$ cat src/rtl/mycpu_pkg.sv
// rtl/mycpu_pkg.sv - shared widths, field layouts and load-op bit indices for the memory stage
package mycpu_pkg;

    localparam int EXC_W    = 84;
    localparam int RF_ZIP_W = 40;

    // ld_op = {b, bu, h, hu, w}
    localparam int LD_B  = 4;
    localparam int LD_BU = 3;
    localparam int LD_H  = 2;
    localparam int LD_HU = 1;
    localparam int LD_W  = 0;

    localparam int ES2MS_W = 78 + EXC_W;
    localparam int MS2WS_W = 72 + EXC_W;

    localparam int ES_ALE_BIT   = 0;
    localparam int ES_EXC_LSB   = 1;
    localparam int ES_ALU_LSB   = ES_EXC_LSB + EXC_W;
    localparam int ES_WADDR_LSB = ES_ALU_LSB + 32;
    localparam int ES_RFWE_BIT  = ES_WADDR_LSB + 5;
    localparam int ES_CSRRE_BIT = ES_RFWE_BIT + 1;
    localparam int ES_RFM_BIT   = ES_CSRRE_BIT + 1;
    localparam int ES_PC_LSB    = ES_RFM_BIT + 1;
    localparam int ES_LDOP_LSB  = ES_PC_LSB + 32;

    localparam int WS_ALE_BIT   = 0;
    localparam int WS_EXC_LSB   = 1;
    localparam int WS_FINAL_LSB = WS_EXC_LSB + EXC_W;
    localparam int WS_WADDR_LSB = WS_FINAL_LSB + 32;
    localparam int WS_RFWE_BIT  = WS_WADDR_LSB + 5;
    localparam int WS_CSRRE_BIT = WS_RFWE_BIT + 1;
    localparam int WS_PC_LSB    = WS_CSRRE_BIT + 1;

    typedef struct packed {
        logic [4:0]       ld_op;
        logic [31:0]      pc;
        logic             res_from_mem;
        logic             csr_re;
        logic             rf_we;
        logic [4:0]       rf_waddr;
        logic [31:0]      alu_result;
        logic [EXC_W-1:0] exc;
        logic             ale;
    } es2ms_t;

    typedef struct packed {
        logic [31:0]      pc;
        logic             csr_re;
        logic             rf_we;
        logic [4:0]       rf_waddr;
        logic [31:0]      final_result;
        logic [EXC_W-1:0] exc;
        logic             ale;
    } ms2ws_t;

endpackage

$ cat src/rtl/ms_load_align.sv
// rtl/ms_load_align.sv - selects and extends the loaded byte/halfword/word from the read word
module ms_load_align
    import mycpu_pkg::*;
(
    input  logic [4:0]  i_ld_op,
    input  logic [1:0]  i_addr,
    input  logic [31:0] i_word,
    output logic [31:0] o_result
);

    logic [7:0]  w_byte;
    logic [15:0] w_half;

    always_comb begin
        case (i_addr)
            2'd0:    w_byte = i_word[7:0];
            2'd1:    w_byte = i_word[15:8];
            2'd2:    w_byte = i_word[23:16];
            default: w_byte = i_word[31:24];
        endcase
        w_half = i_addr[1] ? i_word[31:16] : i_word[15:0];
    end

    always_comb begin
        o_result = i_ld_op[LD_W] ? i_word : 32'h0;
        if (i_ld_op[LD_B])
            o_result = {{24{w_byte[7]}}, w_byte};
        else if (i_ld_op[LD_BU])
            o_result = {24'h0, w_byte};
        else if (i_ld_op[LD_H])
            o_result = {{16{w_half[15]}}, w_half};
        else if (i_ld_op[LD_HU])
            o_result = {16'h0, w_half};
    end

endmodule

$ cat src/rtl/mem_stage.sv
// rtl/mem_stage.sv - MEM pipeline stage with one-entry load-data buffer; MS_LOAD_FWD_EN makes loads forwardable from MEM
module mem_stage
    import mycpu_pkg::*;
(
    input  logic                clk,
    input  logic                reset,
    input  logic                es2ms_valid,
    input  logic [ES2MS_W-1:0]  es2ms_bus,
    output logic                ms_allowin,
    input  logic [31:0]         data_sram_rdata,
    input  logic                ws_allowin,
    output logic                ms2ws_valid,
    output logic [MS2WS_W-1:0]  ms2ws_bus,
    output logic [RF_ZIP_W-1:0] ms_rf_zip,
    output logic                ms_ex,
    output logic [31:0]         ms_pc,
    input  logic                wb_ex
);

    logic        r_valid;
    logic        r_first;
    es2ms_t      r_es;
    logic [31:0] r_ld_buf;

    logic        w_ready_go;
    logic        w_load_en;
    logic        w_ld_nofwd;
    logic [31:0] w_mem_word;
    logic [31:0] w_aligned;
    logic [31:0] w_final;

    assign w_ready_go = 1'b1;
    assign ms_allowin = ~r_valid | (w_ready_go & ws_allowin);
    assign w_load_en  = es2ms_valid & ms_allowin;

    always_ff @(posedge clk) begin
        if (reset)
            r_valid <= 1'b0;
        else if (wb_ex)
            r_valid <= 1'b0;
        else if (ms_allowin)
            r_valid <= es2ms_valid;
    end

    always_ff @(posedge clk) begin
        if (reset)
            r_es <= '0;
        else if (w_load_en)
            r_es <= es2ms_t'(es2ms_bus);
    end

    always_ff @(posedge clk) begin
        if (reset)
            r_first <= 1'b0;
        else
            r_first <= w_load_en & ~wb_ex;
    end

    // SRAM data is only valid the cycle after the request; keep it for stalled cycles
    always_ff @(posedge clk) begin
        if (reset)
            r_ld_buf <= 32'h0;
        else if (r_valid & r_first)
            r_ld_buf <= data_sram_rdata;
    end

    assign w_mem_word = r_first ? data_sram_rdata : r_ld_buf;

    ms_load_align u_load_align (
        .i_ld_op  (r_es.ld_op),
        .i_addr   (r_es.alu_result[1:0]),
        .i_word   (w_mem_word),
        .o_result (w_aligned)
    );

    assign w_final = r_es.res_from_mem ? w_aligned : r_es.alu_result;

`ifdef MS_LOAD_FWD_EN
    assign w_ld_nofwd = 1'b0;
`else
    assign w_ld_nofwd = r_es.res_from_mem;
`endif

    assign ms2ws_valid = r_valid & w_ready_go;
    assign ms2ws_bus   = {r_es.pc, r_es.csr_re, r_es.rf_we, r_es.rf_waddr,
                          w_final, r_es.exc, r_es.ale};
    assign ms_rf_zip   = {r_es.csr_re & r_valid, w_ld_nofwd & r_valid, r_es.rf_we & r_valid,
                          r_es.rf_waddr, w_final};
    assign ms_ex       = r_valid & ((|r_es.exc) | r_es.ale);
    assign ms_pc       = r_es.pc;

endmodule
$ cat config.mk
export PLATFORM = sky130hd
export DESIGN_NAME = mem_stage
export DESIGN_NICKNAME = d
export VERILOG_FILES = /design/src/rtl/mycpu_pkg.sv /design/src/rtl/ms_load_align.sv /design/src/rtl/mem_stage.sv
export SDC_FILE = /design/constraint.sdc
export NUM_CORES = 1
export LEC_CHECK = 0
export ABC_AREA = 0
export BUFFER_PORTS_ARGS = -buffer_cell sky130_fd_sc_hd__buf_2
export CORE_AREA = 2 2 169 171
export DETAILED_ROUTE_END_ITERATION = 16
export DIE_AREA = 0 0 171 173
export GPL_TIMING_DRIVEN = 0
export HOLD_SLACK_MARGIN = 0.1
export PLACE_DENSITY_LB_ADDON = 0.05
export SYNTH_ARGS = -nofsm -noshare
export SYNTH_HDL_FRONTEND = slang
export SYNTH_SLANG_ARGS = --single-unit
$ cat constraint.sdc
create_clock -name clk -period 4.08 [get_ports clk]
set_clock_uncertainty 0.2 [all_clocks]
set_input_delay 0.612 -clock clk [delete_from_list [all_inputs] [get_ports clk]]
set_output_delay 0.612 -clock clk [all_outputs]
set_load 0.05 [all_outputs]
[Word-level counts from Yosys, hierarchy flattened]
Index checks and enable logic that the tools add are counted.
Cells by class
  reductions and logical operators: 3
  eq/ne operators: 2
  multiplexer cells: 9
  bitwise logic cells: 11
Operators by type and width (count)
  $mux W32: 7
  $reduce_or A84 Y1: 1
  $pmux W8 S3: 1
  $mux W16: 1
  $and A1 B1 Y1: 7
  $eq A2 B1 Y1 const B: 1
  $eq A2 B2 Y1 const B: 1
  $logic_not A2 Y1: 1
  $not A1 Y1: 2
  $or A1 B1 Y1: 2
  $reduce_or A2 Y1: 1
Word-level totals
  logic and storage cells: 37
  bits of input ports: 199
  register bits: 196

[Longest topological paths before layout]
  depth after elaboration: 7
  depth in mapped cells: 9
  mapped depth without buffers: 4

[Cells and area by module]
A second synthesis with hierarchy kept.
Second synthesis, totals
  cells, all modules: 1255
  area total of the unflattened synthesis: 10482.6 um^2
By module, submodules not included
  mem_stage: instances 1, sequential area each 3923.8 um^2, cells an instance 1148, area each 9665.5 um^2
  ms_load_align: instances 1, sequential area each 0.0 um^2, cells an instance 107, area each 817.0 um^2

[Least setup slack after synthesis]
OpenSTA, ideal clock, no wires.
  kind: register to output
  start point: register r_first
  end point: output ms_rf_zip[1]
  setup slack: 560 ps
  required time: 3268 ps
  arrival time: 2708 ps
  cell stages (with the launch flop): 8
  cells stage by stage: dfxtp_1 > buf_6 > buf_12 > mux2i_1 > mux2_2 > o221a_2 > o21ai_0 > buf_4
On the way
  longest elaborated chain between the ends: 7
RTL lines
  from (decl): line mem_stage.sv:21  | logic r_first;
  from (signal assigned): line mem_stage.sv:56  | r_first <= w_load_en & ~wb_ex;
  $mux W32 (*): line mem_stage.sv:67  | assign w_mem_word = r_first ? data_sram_rdata : r_ld_buf;
  $mux W32 or $mux W16 (tied branches): line ms_load_align.sv:25, ms_load_align.sv:21
  $mux W32: line ms_load_align.sv:32  | else if (i_ld_op[LD_HU])
  $mux W32: line ms_load_align.sv:30  | else if (i_ld_op[LD_H])
  $mux W32: line ms_load_align.sv:28  | else if (i_ld_op[LD_BU])
  $mux W32 (*): line ms_load_align.sv:26  | if (i_ld_op[LD_B])
  $mux W32 (*): line mem_stage.sv:76  | assign w_final = r_es.res_from_mem ? w_aligned : r_es.alu_result;
  to (decl): line mem_stage.sv:14  | output logic [RF_ZIP_W-1:0] ms_rf_zip,
Every way passes the cells marked *; elsewhere a longest branch is shown, timed or not.

[Final worst setup path]
  start point: register r_first
  end point: output ms_rf_zip[5]
The elaborated chain is that of the path after synthesis.

==> metrics.md <==
| Metric | Value |
|---|---|
| Status | completed |
| Ys flop type | dfxtp_1 |
| Class of the worst hold path | input port to register |
| Hold_buf cts | 0 |
| Static Leak | 6.51 nW |
| Area delta synth->final | 32.7% |
| RSZ-0062 raised after global routing | false |
| Pre-antenna DRT Iters | 5 |
| Mux contribution to synthesized area | 5.21% |
| GRT Residual Overflow | 0 |
| Nets | between 1500 and 2000 |
| Vias per cell | about 4.6 |
| Asr flop ratio synth | 0% |
| Clk_lat worst skew | about 440 ps |
| Reg2reg setup slack | between 1500 and 2000 ps |
| Register area share after synthesis | 39.3% |
| WS Path Type | register to primary output |
| MaxCap Viol Count | 0 |
| Slew at the pin with the worst max-slew slack | slightly above 700 ps |
| Crit-path max cell delay | 510 ps |
| Finished Cell Area | 13200 um^2 |
| RR Endpoint | ms2ws_bus[68] |
| Total core area | 27600 um^2 |
| Min-delay src | wb_ex |
| Post-synthesis net count | between 1000 and 1500 |
| Arr. time, crit path | 2790 ps |
| Cell family with most CP delay | buffers and inverters |
| Fraction of layout cells with a size suffix above 1 | 41.7% |
| CTS tree | yes |
| Area share of fa/ha/maj cells after synthesis | 0% |
| Worst EP required | 3270 ps |
| Die W | between 150 and 200 um |
| Mapped Area | 9980 um^2 |
| Final setup viols | 0 |
| Filler cells | 2898 |
| Synth Area in Compound Gates | 15.1% |
| Post-synth EDFFs | 0 |
| Initial antenna violation count | 8 |
| Most used cell along the critical path | buf_12 |
| Max-slew headroom | 52.6% |
| Starting Density | 36.1% |
| WHS Path Cells | 2 |
| Final ANT Viol Nets | 0 |
| Die ar. | 29600 um^2 |
| CP Launch Type | register |
| Hpwl dp | 28100 um |
| Row count | a little over 60 |
| Die Span Y | 173 um |
| DRC | 0 |
| Wire per inst | approximately 17 um |
| Slew Limit Fails | 0 |
| Worst path slowest cell | mux2i_1 |
| Final core utilization | 47.9% |
| CTS resizes | 0 |
| Drt first-iter violations | ~500 |
| Final GP Congestion | around 0.86 |
| Crit share post-route | 88.2% |
| Most frequent cells in the layout | 455 x buf_2, 414 x nand2_1, 206 x a21oi_1, 202 x buf_4, 196 x dfxtp_1 |
| CTS Buf Count | 17 |
| Cells after Synth | 1291 |
| Buffers and inverters on the worst path | 5 |
| Worst R2R Path Depth | 7 |
| DRT Wirelength | between 30000 and 40000 um |
| Vias in the first global route | 9351 |
| Root Driver | clkbuf_16 |
| First-pass GRT wire length | 53100 um |
| Placed cell area | 12600 um^2 |
| Port bufs | ~430 |
| Cell variety after synth | 49 |
| Synth top area share | 39.3% |
| Overall Global Routing Usage | 23.4% |
| Largest family of logic cells by synthesized area | simple AND/OR/NAND/NOR gates |
| XOR/XNOR Fraction of Synth Area | 0% |
| Largest net degree at the start of global routing | 21 |
| Yosys top cell by area | dfxtp_1 |
| Ys Warns | 0 |
| Period minus WS final | 3600 ps |
| Crit end category | primary output |
| Post-CTS Setup Bufs | 0 |
| Deepest clock path buffer count | 2 |
| Clock slew at reported path FFs | 80 ps |
| Cell Pwr Density | 396 nW/um^2 |
| Worst VDD drop | between 0.2 and 0.3 mV |
| Max Fclk | roughly 280 MHz |
| CP Max Fanout | 10 |
| Via count | 9842 |
| Register bit total from synthesis | 196 |
| Synth Area in Simple Gates | 21.0% |
| IO Pins | 430 |
| Synth area leaders | dfxtp_1 39%, nand2_1 16%, buf_4 15% |
| # clock sinks | slightly below 200 |
| CTS H-tree lvls | 4 |
| Final setup TNS | 0 ps |
| Critical-path cell list | buf_6 > buf_12 > buf_12 > mux2i_1 > o41ai_1 > a221oi_1 > nor2_1 > buf_4 > buf_2 |
| Avg Cell Area, Syn | 7.73 um^2 |
| Hold Crit Endpoint | r_first |
| Origin of the critical flop-to-flop path | ms2ws_valid |
| Commonest non-fill, non-tap cell in the layout | buf_2 |
| Tot Pwr | 5.24 mW |
| Count of final hold-check violations | 0 |
==> worst reg2reg max path: cells and delay by family (launching register included) <==
family / cells / cell delay (ps)
flops: 1 / 700
simple gates: 3 / 440
buf+inv: 3 / 830
compound gates: 1 / 130
==> kinds of logic (layout without fill, tap and decap cells) <==
logic type / count (synthesis) / in the layout
AND/OR/NAND/NOR: 504 / 504
other: 0 / 3
AO/OA/AOI/OAI: 268 / 268
multiplexers: 40 / 40
flip-flops: 196 / 196
buffers and inverters: 283 / 743
==> worst max path at each step <==
stage / start / to / slack (ps) / depth (start not counted)
global route: r_first / ms_rf_zip[5] / 410 / 9
finish: r_first / ms_rf_zip[5] / 480 / 9
detailed placement: data_sram_rdata[23] / ms_rf_zip[17] / 930 / 8
floorplan: r_first / ms_rf_zip[1] / 560 / 7
global placement: data_sram_rdata[23] / ms_rf_zip[17] / 910 / 8
CTS: r_first / ms_rf_zip[5] / 510 / 9
==> report_power, final <==
group          switching [mW]  internal [mW]
logic                   0.885          0.432
registers              0.0762           2.01
clock network           0.891          0.952
total                    1.85           3.39
==> layer usage <==
layer,vias to the layer above,part of all wire (%),global-route usage (%)
met2,310,50,41.2
met4,8,1.8,6.32
li1,4964,-,-
met1,4522,41,28.0
met5,-,0.13,0
met3,38,7.1,6.18
==> Yosys cell counts (2+ instances only) <==
cell	count
a21oi_1	206
nand3_1	3
mux2_2	3
buf_6	4
o21ai_0	13
inv_1	4
nor3_1	6
a21boi_0	3
o21ai_1	8
mux2_4	5
nand4_1	5
nor2_1	14
o21a_1	2
clkbuf_1	33
buf_2	27
mux4_2	6
mux2i_1	25
a21oi_2	10
and2_1	5
o41ai_1	5
buf_4	202
o2bb2ai_1	6
nand2_1	414
dfxtp_1	196
nor4_1	22
a221oi_1	5
buf_12	3
nand2b_1	4
or2_2	3
buf_1	9
nor2b_1	22
==> area by class of cell <==
type                            instances  area [um^2]  share of cell area [%]
Sequential cell                       196         3920                    29.6
Antenna cell                            3         7.51                  0.0567
Multi-Input combinational cell        812         4130                    31.1
Buffer                                279         1920                    14.5
Timing Repair Buffer                  428         2140                    16.2
Clock buffer                           18          429                    3.24
Tap cell                              378          473                    3.57
Clock inverter                         14          210                    1.59
Inverter                                4         15.0                   0.113
==> state kept, by name, summed over array words and instances (netlist names) <==
register	flops
r_first	1
w_ld_nofwd	1
ms_pc	32
ms2ws_valid	1
r_ld_buf	32
ms2ws_bus	92
r_es	37
==> metrics by stage <==
step,instances,setup WS [ps],hold slack (ps)
after detailed placement,2097,933,244
after global placement,2097,910,240
after CTS,2129,514,137
after global routing,2131,412,142
after floorplan,1291,560,232
final,2132,481,152
(Power assumes the default switching activity.)
